$ cat config.mk
export PLATFORM = sky130hd
export DESIGN_NAME = cpu_lsu_ctrl
export DESIGN_NICKNAME = d
export VERILOG_FILES = /design/src/rtl/cpu_pkg.sv /design/src/rtl/lsu_align.sv /design/src/rtl/cpu_lsu_ctrl.sv
export SDC_FILE = /design/constraint.sdc
export NUM_CORES = 1
export LEC_CHECK = 0
export BUFFER_PORTS_ARGS = -buffer_cell sky130_fd_sc_hd__clkbuf_2
export CAP_MARGIN = 5
export CORE_MARGIN = 8
export CORE_UTILIZATION = 45
export CTS_BUF_LIST = sky130_fd_sc_hd__clkbuf_8
export DETAILED_ROUTE_END_ITERATION = 8
export PLACE_DENSITY = 0.74
export SYNTH_ARGS = -nofsm -noshare
export SYNTH_HDL_FRONTEND = slang
export SYNTH_HIERARCHICAL = 1
export SYNTH_SLANG_ARGS = --single-unit
$ cat constraint.sdc
create_clock -name clk -period 4.6 [get_ports clk]
set_input_delay 0.92 -clock clk [delete_from_list [all_inputs] [get_ports clk]]
set_output_delay 0.92 -clock clk [all_outputs]
set_load 0.05 [all_outputs]
$ cat src/rtl/cpu_pkg.sv
// ---------------------------------------------------------------------------
// cpu_pkg
// Shared encodings for the load/store unit: decode command codes, access
// size codes, extension select, LSU state encoding, and the alignment rule.
// ---------------------------------------------------------------------------
package cpu_pkg;

    typedef enum logic [1:0] {
        CMD_OTHER = 2'b00,
        CMD_JMP   = 2'b01,
        CMD_ST    = 2'b10,
        CMD_LW    = 2'b11
    } cmd_e;

    typedef enum logic [1:0] {
        SZ_FULL  = 2'b00,
        SZ_HALF  = 2'b01,
        SZ_BYTE  = 2'b10,
        SZ_UPPER = 2'b11
    } size_e;

    localparam logic SIGN   = 1'b1;
    localparam logic UNSIGN = 1'b0;

    typedef enum logic [1:0] {
        S_IDLE = 2'b00,
        S_BUSY = 2'b01,
        S_RESP = 2'b10
    } lsu_state_e;

    // UPPER has no lane mapping in a 32-bit datapath, so it never aligns.
    function automatic logic addr_aligned(input size_e sz, input logic [1:0] lo);
        case (sz)
            SZ_FULL: addr_aligned = (lo == 2'b00);
            SZ_HALF: addr_aligned = (lo[0] == 1'b0);
            SZ_BYTE: addr_aligned = 1'b1;
            default: addr_aligned = 1'b0;
        endcase
    endfunction

endpackage

$ cat src/rtl/lsu_align.sv
// ---------------------------------------------------------------------------
// lsu_align
// Combinational byte-lane steering for a 32-bit word memory.
//   size      : access size (FULL/HALF/BYTE; UPPER yields no lanes)
//   addr_lo   : byte offset within the word
//   sign      : SIGN = sign-extend load data, UNSIGN = zero-extend
//   wdata     : store data, low bytes significant
//   rdata     : raw read word from memory
//   be        : byte enables for the access
//   wdata_rep : store data replicated across all lanes
//   rdata_ext : selected load lane, extended to 32 bits
// ---------------------------------------------------------------------------
module lsu_align
    import cpu_pkg::*;
#(
    parameter int DATA_W = 32
) (
    input  size_e             size,
    input  logic [1:0]        addr_lo,
    input  logic              sign,
    input  logic [DATA_W-1:0] wdata,
    input  logic [DATA_W-1:0] rdata,
    output logic [3:0]        be,
    output logic [DATA_W-1:0] wdata_rep,
    output logic [DATA_W-1:0] rdata_ext
);

    function automatic logic [31:0] ext16(input logic signed [15:0] h, input logic s);
        ext16 = (s == UNSIGN) ? {16'b0, h} : {{16{h[15]}}, h};
    endfunction

    function automatic logic [31:0] ext8(input logic signed [7:0] b, input logic s);
        ext8 = (s == UNSIGN) ? {24'b0, b} : {{24{b[7]}}, b};
    endfunction

    logic [15:0] lane_h;
    logic [7:0]  lane_b;

    always_comb begin
        be        = 4'b0000;
        wdata_rep = '0;
        rdata_ext = '0;
        lane_h    = addr_lo[1] ? rdata[31:16] : rdata[15:0];
        lane_b    = rdata[{addr_lo, 3'b000} +: 8];
        case (size)
            SZ_FULL: begin
                be        = 4'b1111;
                wdata_rep = wdata;
                rdata_ext = rdata;
            end
            SZ_HALF: begin
                be        = addr_lo[1] ? 4'b1100 : 4'b0011;
                wdata_rep = {2{wdata[15:0]}};
                rdata_ext = ext16(lane_h, sign);
            end
            SZ_BYTE: begin
                be        = 4'b0001 << addr_lo;
                wdata_rep = {4{wdata[7:0]}};
                rdata_ext = ext8(lane_b, sign);
            end
            default: ;
        endcase
    end

endmodule

$ cat src/rtl/cpu_lsu_ctrl.sv
// ---------------------------------------------------------------------------
// cpu_lsu_ctrl
// Load/store sequencer between decode and a single-port data memory.
// One access in flight; req/ack handshake; pipeline stall; lane steering;
// misalignment rejection and ack timeout.
//   clk, rst_n                  : clock, async active-low reset
//   cmd_i/size_i/sign_i         : decode memory controls
//   addr_i/wdata_i/rd_i         : byte address, store data, load destination
//   mem_req_o/we/addr/be/wdata  : memory request, held stable while BUSY
//   mem_ack_i/mem_rdata_i       : memory completion and read word
//   stall_o                     : hold pipeline
//   wb_valid_o/wb_rd_o/wb_data_o: load writeback (1-cycle pulse)
//   misalign_o/timeout_o        : 1-cycle error pulses
// ---------------------------------------------------------------------------
module cpu_lsu_ctrl
    import cpu_pkg::*;
#(
    parameter int ADDR_W = 32,
    parameter int DATA_W = 32,
    parameter int TO_CYC = 255,
    parameter int TO_W   = 8
) (
    input  logic              clk,
    input  logic              rst_n,
    input  logic [1:0]        cmd_i,
    input  logic [1:0]        size_i,
    input  logic              sign_i,
    input  logic [ADDR_W-1:0] addr_i,
    input  logic [DATA_W-1:0] wdata_i,
    input  logic [4:0]        rd_i,
    output logic              mem_req_o,
    output logic              mem_we_o,
    output logic [ADDR_W-1:0] mem_addr_o,
    output logic [3:0]        mem_be_o,
    output logic [DATA_W-1:0] mem_wdata_o,
    input  logic              mem_ack_i,
    input  logic [DATA_W-1:0] mem_rdata_i,
    output logic              stall_o,
    output logic              wb_valid_o,
    output logic [4:0]        wb_rd_o,
    output logic [DATA_W-1:0] wb_data_o,
    output logic              misalign_o,
    output logic              timeout_o
);

    lsu_state_e        state_q, state_d;
    logic [TO_W-1:0]   cnt_q;
    logic              misalign_q, timeout_q, timeout_d;

    // Request fields latched at start (_p1) and load result captured at ack (_p2).
    // These carry no reset: every output that exposes them is gated by state.
    logic [ADDR_W-1:0] addr_p1;
    logic              we_p1;
    size_e             size_p1;
    logic              sign_p1;
    logic [4:0]        rd_p1;
    logic [DATA_W-1:0] wdata_p1;
    logic [3:0]        be_p1;
    logic [DATA_W-1:0] rdata_p2;

    logic              busy, can_start, is_mem, aligned, start, bad;
    logic              at_limit, ack_busy;
    size_e             size_sel;
    logic [1:0]        lo_sel;
    logic              sign_sel;
    logic [3:0]        be_w;
    logic [DATA_W-1:0] wdata_w, rdata_w;

    assign busy      = (state_q == S_BUSY);
    assign can_start = (state_q == S_IDLE) || (state_q == S_RESP);
    assign is_mem    = (cmd_i == CMD_LW) || (cmd_i == CMD_ST);
    assign aligned   = addr_aligned(size_e'(size_i), addr_i[1:0]);
    assign start     = can_start && is_mem && aligned;
    assign bad       = can_start && is_mem && !aligned;
    assign at_limit  = (cnt_q == TO_W'(TO_CYC - 1));
    assign ack_busy  = busy && mem_ack_i;

    // One aligner serves both directions: live inputs when a request can be
    // accepted (store steering / be), latched fields while BUSY (load extend).
    assign size_sel = busy ? size_p1       : size_e'(size_i);
    assign lo_sel   = busy ? addr_p1[1:0]  : addr_i[1:0];
    assign sign_sel = busy ? sign_p1       : sign_i;

    lsu_align #(.DATA_W(DATA_W)) u_align (
        .size      (size_sel),
        .addr_lo   (lo_sel),
        .sign      (sign_sel),
        .wdata     (wdata_i),
        .rdata     (mem_rdata_i),
        .be        (be_w),
        .wdata_rep (wdata_w),
        .rdata_ext (rdata_w)
    );

    always_comb begin
        state_d   = state_q;
        stall_o   = 1'b0;
        timeout_d = 1'b0;
        case (state_q)
            S_IDLE, S_RESP: begin
                if (start) begin
                    state_d = S_BUSY;
                    stall_o = 1'b1;
                end else begin
                    state_d = S_IDLE;
                end
            end
            S_BUSY: begin
                stall_o = 1'b1;
                if (mem_ack_i) begin
                    // Ack on the limit cycle still completes normally.
                    state_d = we_p1 ? S_IDLE : S_RESP;
                end else if (at_limit) begin
                    state_d   = S_IDLE;
                    timeout_d = 1'b1;
                end
            end
            default: state_d = S_IDLE;
        endcase
    end

    // Control registers
    always_ff @(posedge clk or negedge rst_n) begin
        if (!rst_n) begin
            state_q    <= S_IDLE;
            cnt_q      <= '0;
            misalign_q <= 1'b0;
            timeout_q  <= 1'b0;
        end else begin
            state_q    <= state_d;
            cnt_q      <= (busy && state_d == S_BUSY) ? cnt_q + TO_W'(1) : '0;
            misalign_q <= bad;
            timeout_q  <= timeout_d;
        end
    end

    // Stage p1: request capture; stage p2: load result capture
    always_ff @(posedge clk) begin
        if (start) begin
            addr_p1  <= addr_i;
            we_p1    <= (cmd_i == CMD_ST);
            size_p1  <= size_e'(size_i);
            sign_p1  <= sign_i;
            rd_p1    <= rd_i;
            wdata_p1 <= wdata_w;
            be_p1    <= be_w;
        end
        if (ack_busy && !we_p1) begin
            rdata_p2 <= rdata_w;
        end
    end

    assign mem_req_o   = busy;
    assign mem_we_o    = busy && we_p1;
    assign mem_addr_o  = busy ? {addr_p1[ADDR_W-1:2], 2'b00} : '0;
    assign mem_be_o    = busy ? be_p1 : 4'b0000;
    assign mem_wdata_o = (busy && we_p1) ? wdata_p1 : '0;

    assign wb_valid_o  = (state_q == S_RESP);
    assign wb_rd_o     = wb_valid_o ? rd_p1 : 5'd0;
    assign wb_data_o   = wb_valid_o ? rdata_p2 : '0;
    assign misalign_o  = misalign_q;
    assign timeout_o   = timeout_q;

endmodule

Word-level counts from Yosys, hierarchy flattened
Index checks and enable logic that the tools add are counted.
Cells by class
  add/sub/neg operators: 1
  equal/unequal tests: 10
  shift-type cells: 2
  multiplexer cells: 27
  bitwise gates (word level): 1
  reduce and logical (&&, ||, !) cells: 16
Operators by type and width (count)
  $pmux 32 s3: 2
  $mux 32: 5
  $shiftx 32x6->8: 1
  $mux 16: 1
  $pmux 4 s3: 1
  $eq 2x2->1 const B: 5
  $mux 2: 5
  $add 8x1->8 const B: 1
  $eq 2x1->1 const B: 4
  $eq 8x8->1 const B: 1
  $logic_not 2->1: 4
  $mux 4: 2
  $mux 8: 1
  $logic_and 1x1->1: 7
  $mux 1: 6
  $mux 5: 1
  $pmux 2 s2: 1
  $shl 1x2->4 const A: 1
  $pmux 1 s3: 1
  $logic_not 1->1: 2
  $logic_or 1x1->1: 2
  $pmux 1 s2: 1
  $reduce_or 2->1: 1
  $not 1->1: 1
Storage, ports and cells
  flip-flop bits (word level): 121
  input port bits: 109
  output and inout port bits: 111
  word-level logic and storage cells: 69

Longest topological paths before layout
  word-level depth: 9
  gate-level depth with buffers: 12
  depth with buffers taken out: 7

Modules after synthesis
Netlist, hierarchy kept.
Modules (own cells, without submodules)
  cpu_lsu_ctrl: instances 1, cells each 307, area an instance 4668.2 sq um, seq. area each 3573.4 sq um
  lsu_align: instances 1, cells each 180, area an instance 1239.9 sq um, seq. area each 0.0 sq um

Worst setup path before layout
No wires, ideal clock.
  path type: input to register
  from: in addr_i[1]
  to: reg addr_p1[0], enable pin
  library setup time: 0.513 ns
  arrival time: 4.531 ns
  required time: 4.087 ns
  slack: -0.444 ns
  stages on the path: 3
  cell sequence: nor2b_1 o31a_1 nor2_1
Between the ends
  cells in the longest elaborated chain, start to end: 3
Ends and longest elaborated chain
  start, declared: RTL line cpu_lsu_ctrl.sv:28  | input logic [ADDR_W-1:0] addr_i,
  $logic_not 2->1: RTL line cpu_pkg.sv:34  | SZ_FULL: addr_aligned = (lo == 2'b00);
  $pmux 1 s3: RTL line cpu_pkg.sv:33  | case (sz)
  $logic_and 1x1->1: RTL line cpu_lsu_ctrl.sv:73  | assign start = can_start && is_mem && aligned;
  via start: RTL line cpu_lsu_ctrl.sv:61  | logic busy, can_start, is_mem, aligned, start, bad;
  end signal, assigned: RTL line cpu_lsu_ctrl.sv:140  | addr_p1 <= addr_i;
  end, declared: RTL line cpu_lsu_ctrl.sv:52  | logic [ADDR_W-1:0] addr_p1;
The timed path passes the listed nets, and every way through them passes these cells.
A chain may end at the register's enable or synchronous reset.

Worst setup path after layout
  from: reg state_q[1]
  to: reg rdata_p2[1], data pin
RTL lines
  start, declared: RTL line cpu_lsu_ctrl.sv:46  | lsu_state_e state_q, state_d;
  start signal, assigned: RTL line cpu_lsu_ctrl.sv:130  | state_q <= state_d;
  $eq 2x1->1 *: RTL line cpu_lsu_ctrl.sv:69  | assign busy = (state_q == S_BUSY);
  $mux 2 *: RTL line cpu_lsu_ctrl.sv:80  | assign size_sel = busy ? size_p1 : size_e'(size_i);
  via size_sel[1]: RTL line cpu_lsu_ctrl.sv:63  | size_e size_sel;
  $eq 2x2->1, or another cell as far along: RTL line lsu_align.sv:45  | case (size)
  $pmux 32 s3 *: RTL line lsu_align.sv:45
  via rdata_w[1]: RTL line cpu_lsu_ctrl.sv:67  | logic [DATA_W-1:0] wdata_w, rdata_w;
  end signal, assigned: RTL line cpu_lsu_ctrl.sv:149  | rdata_p2 <= rdata_w;
  end, declared: RTL line cpu_lsu_ctrl.sv:59  | logic [DATA_W-1:0] rdata_p2;
The timed path passes the listed nets; every way through them passes the cells marked *.

==> impl_metrics.ini <==
[die]
rows = 42
io_pins = 220
die_h_um = 131
dieArea_mm2 = 0.0171
start_util = 0.453
core_area_mm2 = 0.0130
dieWidth_um = 131

[critical_path]
required_ns = 4.77
endpoint_kind = flop
r2r_slack_ns = 1.19
r2r_start = state_q[1]$_DFF_PN0_
crit_type = flop to flop
worst_ep_arrival_time_ns = 3.58
critPathMaxFanout = 73
r2r_cells = 8
r2r_end = rdata_p2[1]$_DFFE_PP_
crit_path_start_kind = flop

[cts]
cts_root_buffer = clkbuf_8
tritoncts = built
path_clk_slew_ns = 0.07
cts.sinks = 121
hold_buffers = 0
numCtsBuffers = 17
clk_latency_ns = 0.42
cts_resized = 0
h-tree-depth = 4
post_cts_buffers = 0
cts_buffer_depth = 2

[timing]
fin_ws_ns = 1.19
final.setup.tns_ns = 0
finalCritPeriodShare = 0.741
rsz0062_at_grt = no
maxSlewHeadroom = 0.328
timing.hold.ws_ns = 0.371
setup_viol = 0
finalHoldViolations = 0
skew_ns = 0.00946
max_freq_mhz = 293
fin_crit_ns = 3.41
tightest_slew_ns = 1.01
slew_viol_final = 0

[cells_and_area]
nets = 804
drive_gt1_frac = 0.375
final_cell_mix = clkbuf_2, edfxtp_1, and2_1
antenna_cells = 0
finalNonFillerCells = 882
fin_util = 0.568
areaGrowthSynthToFinish_pct = 25.4
layout_commonest_cell = clkbuf_2
fin_area_mm2 = 0.00741

[logic_synthesis]
syn_avg_cell_area_um2 = 12.1
synthAdderAreaFrac = 0.00424
synth_edf_count = 109
synthSimpleGateAreaFrac = 0.193
ys_ff_latch = 121
syn_inst = 487
synth_compound_area_frac = 0.0892
yosysWarnings = 6
synthMuxAreaShare = 0.0606
synthDistinctLibCells = 50
synth_area_mm2 = 0.00591
synth-xor-area-share = 0.00445
synthArstFlopShare = 0.0992
synth_top_family_by_area = simple AND/OR/NAND/NOR gates
synth_ff_type = edfxtp_1
ys_seq_area_frac = 0.605

[drt]
first_iter_violations = 366
antenna_left = 0
drcViolationCount = 0
vias = 4575
drtPass1Iterations = 5
avgViaCountPerCell = 5.19
wl_per_cell_um = 18.7
wl_mm = 16.5

[pwr]
power_density_mw_per_mm2 = 371
p_leak_nw = 3.35
vdd_drop_max_v = 0.000184
power_mw = 2.75

[min_path]
hold_path_class = primary input to asynchronous set/reset pin

[placement]
dp_hpwl_mm = 12.3
pre_cts_slack_ns = 1.17
dp.cells = 850
post_dp_cell_area_mm2 = 0.00706
gp_congestion = 0.919
port_buffers = 217

[global_route]
grt_pass1_vias = 4614
grt_pass1_wl_mm = 24.2
antenna_found_initial = 0
track_usage = 0.188
overflow = 0
grt_start_max_net_pins = 74

[outcome]
status = completed

[run]
max-cap-violations = 0
cell usage after synthesis, types with 2 or more instances:
| cell type | n | share of area |
|---|---|---|
| nand2_1 | 43 | 0.027 |
| and2b_1 | 2 | 0.0025 |
| mux2i_1 | 32 | 0.054 |
| nor3b_1 | 4 | 0.0051 |
| ha_1 | 2 | 0.0042 |
| dfrtp_1 | 12 | 0.051 |
| nor2_1 | 13 | 0.0083 |
| buf_4 | 4 | 0.0051 |
| nor2b_1 | 3 | 0.0032 |
| nand2b_1 | 4 | 0.0042 |
| mux2_2 | 2 | 0.0038 |
| inv_1 | 11 | 0.0070 |
| o211ai_1 | 17 | 0.022 |
| and3b_1 | 2 | 0.0030 |
| nand3_1 | 3 | 0.0025 |
| xor2_1 | 2 | 0.0030 |
| clkbuf_1 | 18 | 0.011 |
| buf_2 | 9 | 0.0076 |
| and3_1 | 34 | 0.036 |
| buf_6 | 4 | 0.0076 |
| a21o_1 | 2 | 0.0025 |
| edfxtp_1 | 109 | 0.55 |
| a221o_1 | 7 | 0.012 |
| o22ai_1 | 9 | 0.0095 |
| o21ai_0 | 28 | 0.024 |
| and2_1 | 83 | 0.088 |
| a21oi_1 | 4 | 0.0034 |
| a311o_1 | 2 | 0.0034 |
cell families after synthesis:
group / after synthesis
and+or+nand+nor: 201
other: 1
xor gates and xnor gates: 3
adders and majority gates: 2
DFF: 121
buffers and inverters: 48
muxes: 35
AOI/OAI and AO/OA: 76
report_power, final:
group / internal [mW] / total, mW / leakage, nW / switching (mW)
Combinational: 0.188 / 0.623 / 2.00 / 0.435
Clock: 0.416 / 0.826 / 0.179 / 0.410
Sequential: 1.28 / 1.30 / 1.17 / 0.0169
Total: 1.89 / 2.75 / 3.35 / 0.862
sequential cells by signal (all words and copies together), names as in the netlist:
signal,count
addr_p1,32
be_p1,4
cnt_q,8
misalign_o,1
rd_p1,5
rdata_p2,32
sign_p1,1
size_p1,2
state_q,2
timeout_o,1
wdata_p1,32
we_p1,1
worst max-delay path, stage by stage, from the launching register on:
cell,delay (ns)
dfrtp_1,0.38
nand2b_1,0.27
inv_2,0.73
nand2_1,0.12
nand2_1,0.50
buf_4,0.38
nor2b_1,0.11
o21a_1,0.31
a221o_1,0.34
worst max-delay path by stage:
stage,start,end,slack [ns],cells after the start
CTS,state_q[1]$_DFF_PN0_,rdata_p2[1]$_DFFE_PP_,1.17,8
global placement,state_q[1]$_DFF_PN0_,wdata_p1[29]$_DFFE_PP_,1.35,8
floorplan,addr_i[1],addr_p1[0]$_DFFE_PP_,0.84,3
finish,state_q[1]$_DFF_PN0_,rdata_p2[1]$_DFFE_PP_,1.19,8
detailed placement,state_q[1]$_DFF_PN0_,rdata_p2[1]$_DFFE_PP_,1.17,8
global route,state_q[1]$_DFF_PN0_,rdata_p2[1]$_DFFE_PP_,0.84,8
metal layers:
layer	vias up	part of all wire	GRT usage
li1	2164	-	-
met1	2153	0.39	0.218
met2	220	0.50	0.309
met3	38	0.085	0.0524
met4	0	0.028	0.108
met5	-	0	0
cell type report:
cell class / count / area, um2
fillers: 1159 / 5620
flip-flops and latches: 121 / 3570
multi-input cells: 319 / 2100
repair buffers: 222 / 1120
clock buffers: 17 / 234
well taps: 176 / 220
clock inverters: 15 / 111
inverters: 12 / 45.0
No activity file was read; power rests on OpenSTA's default activity.
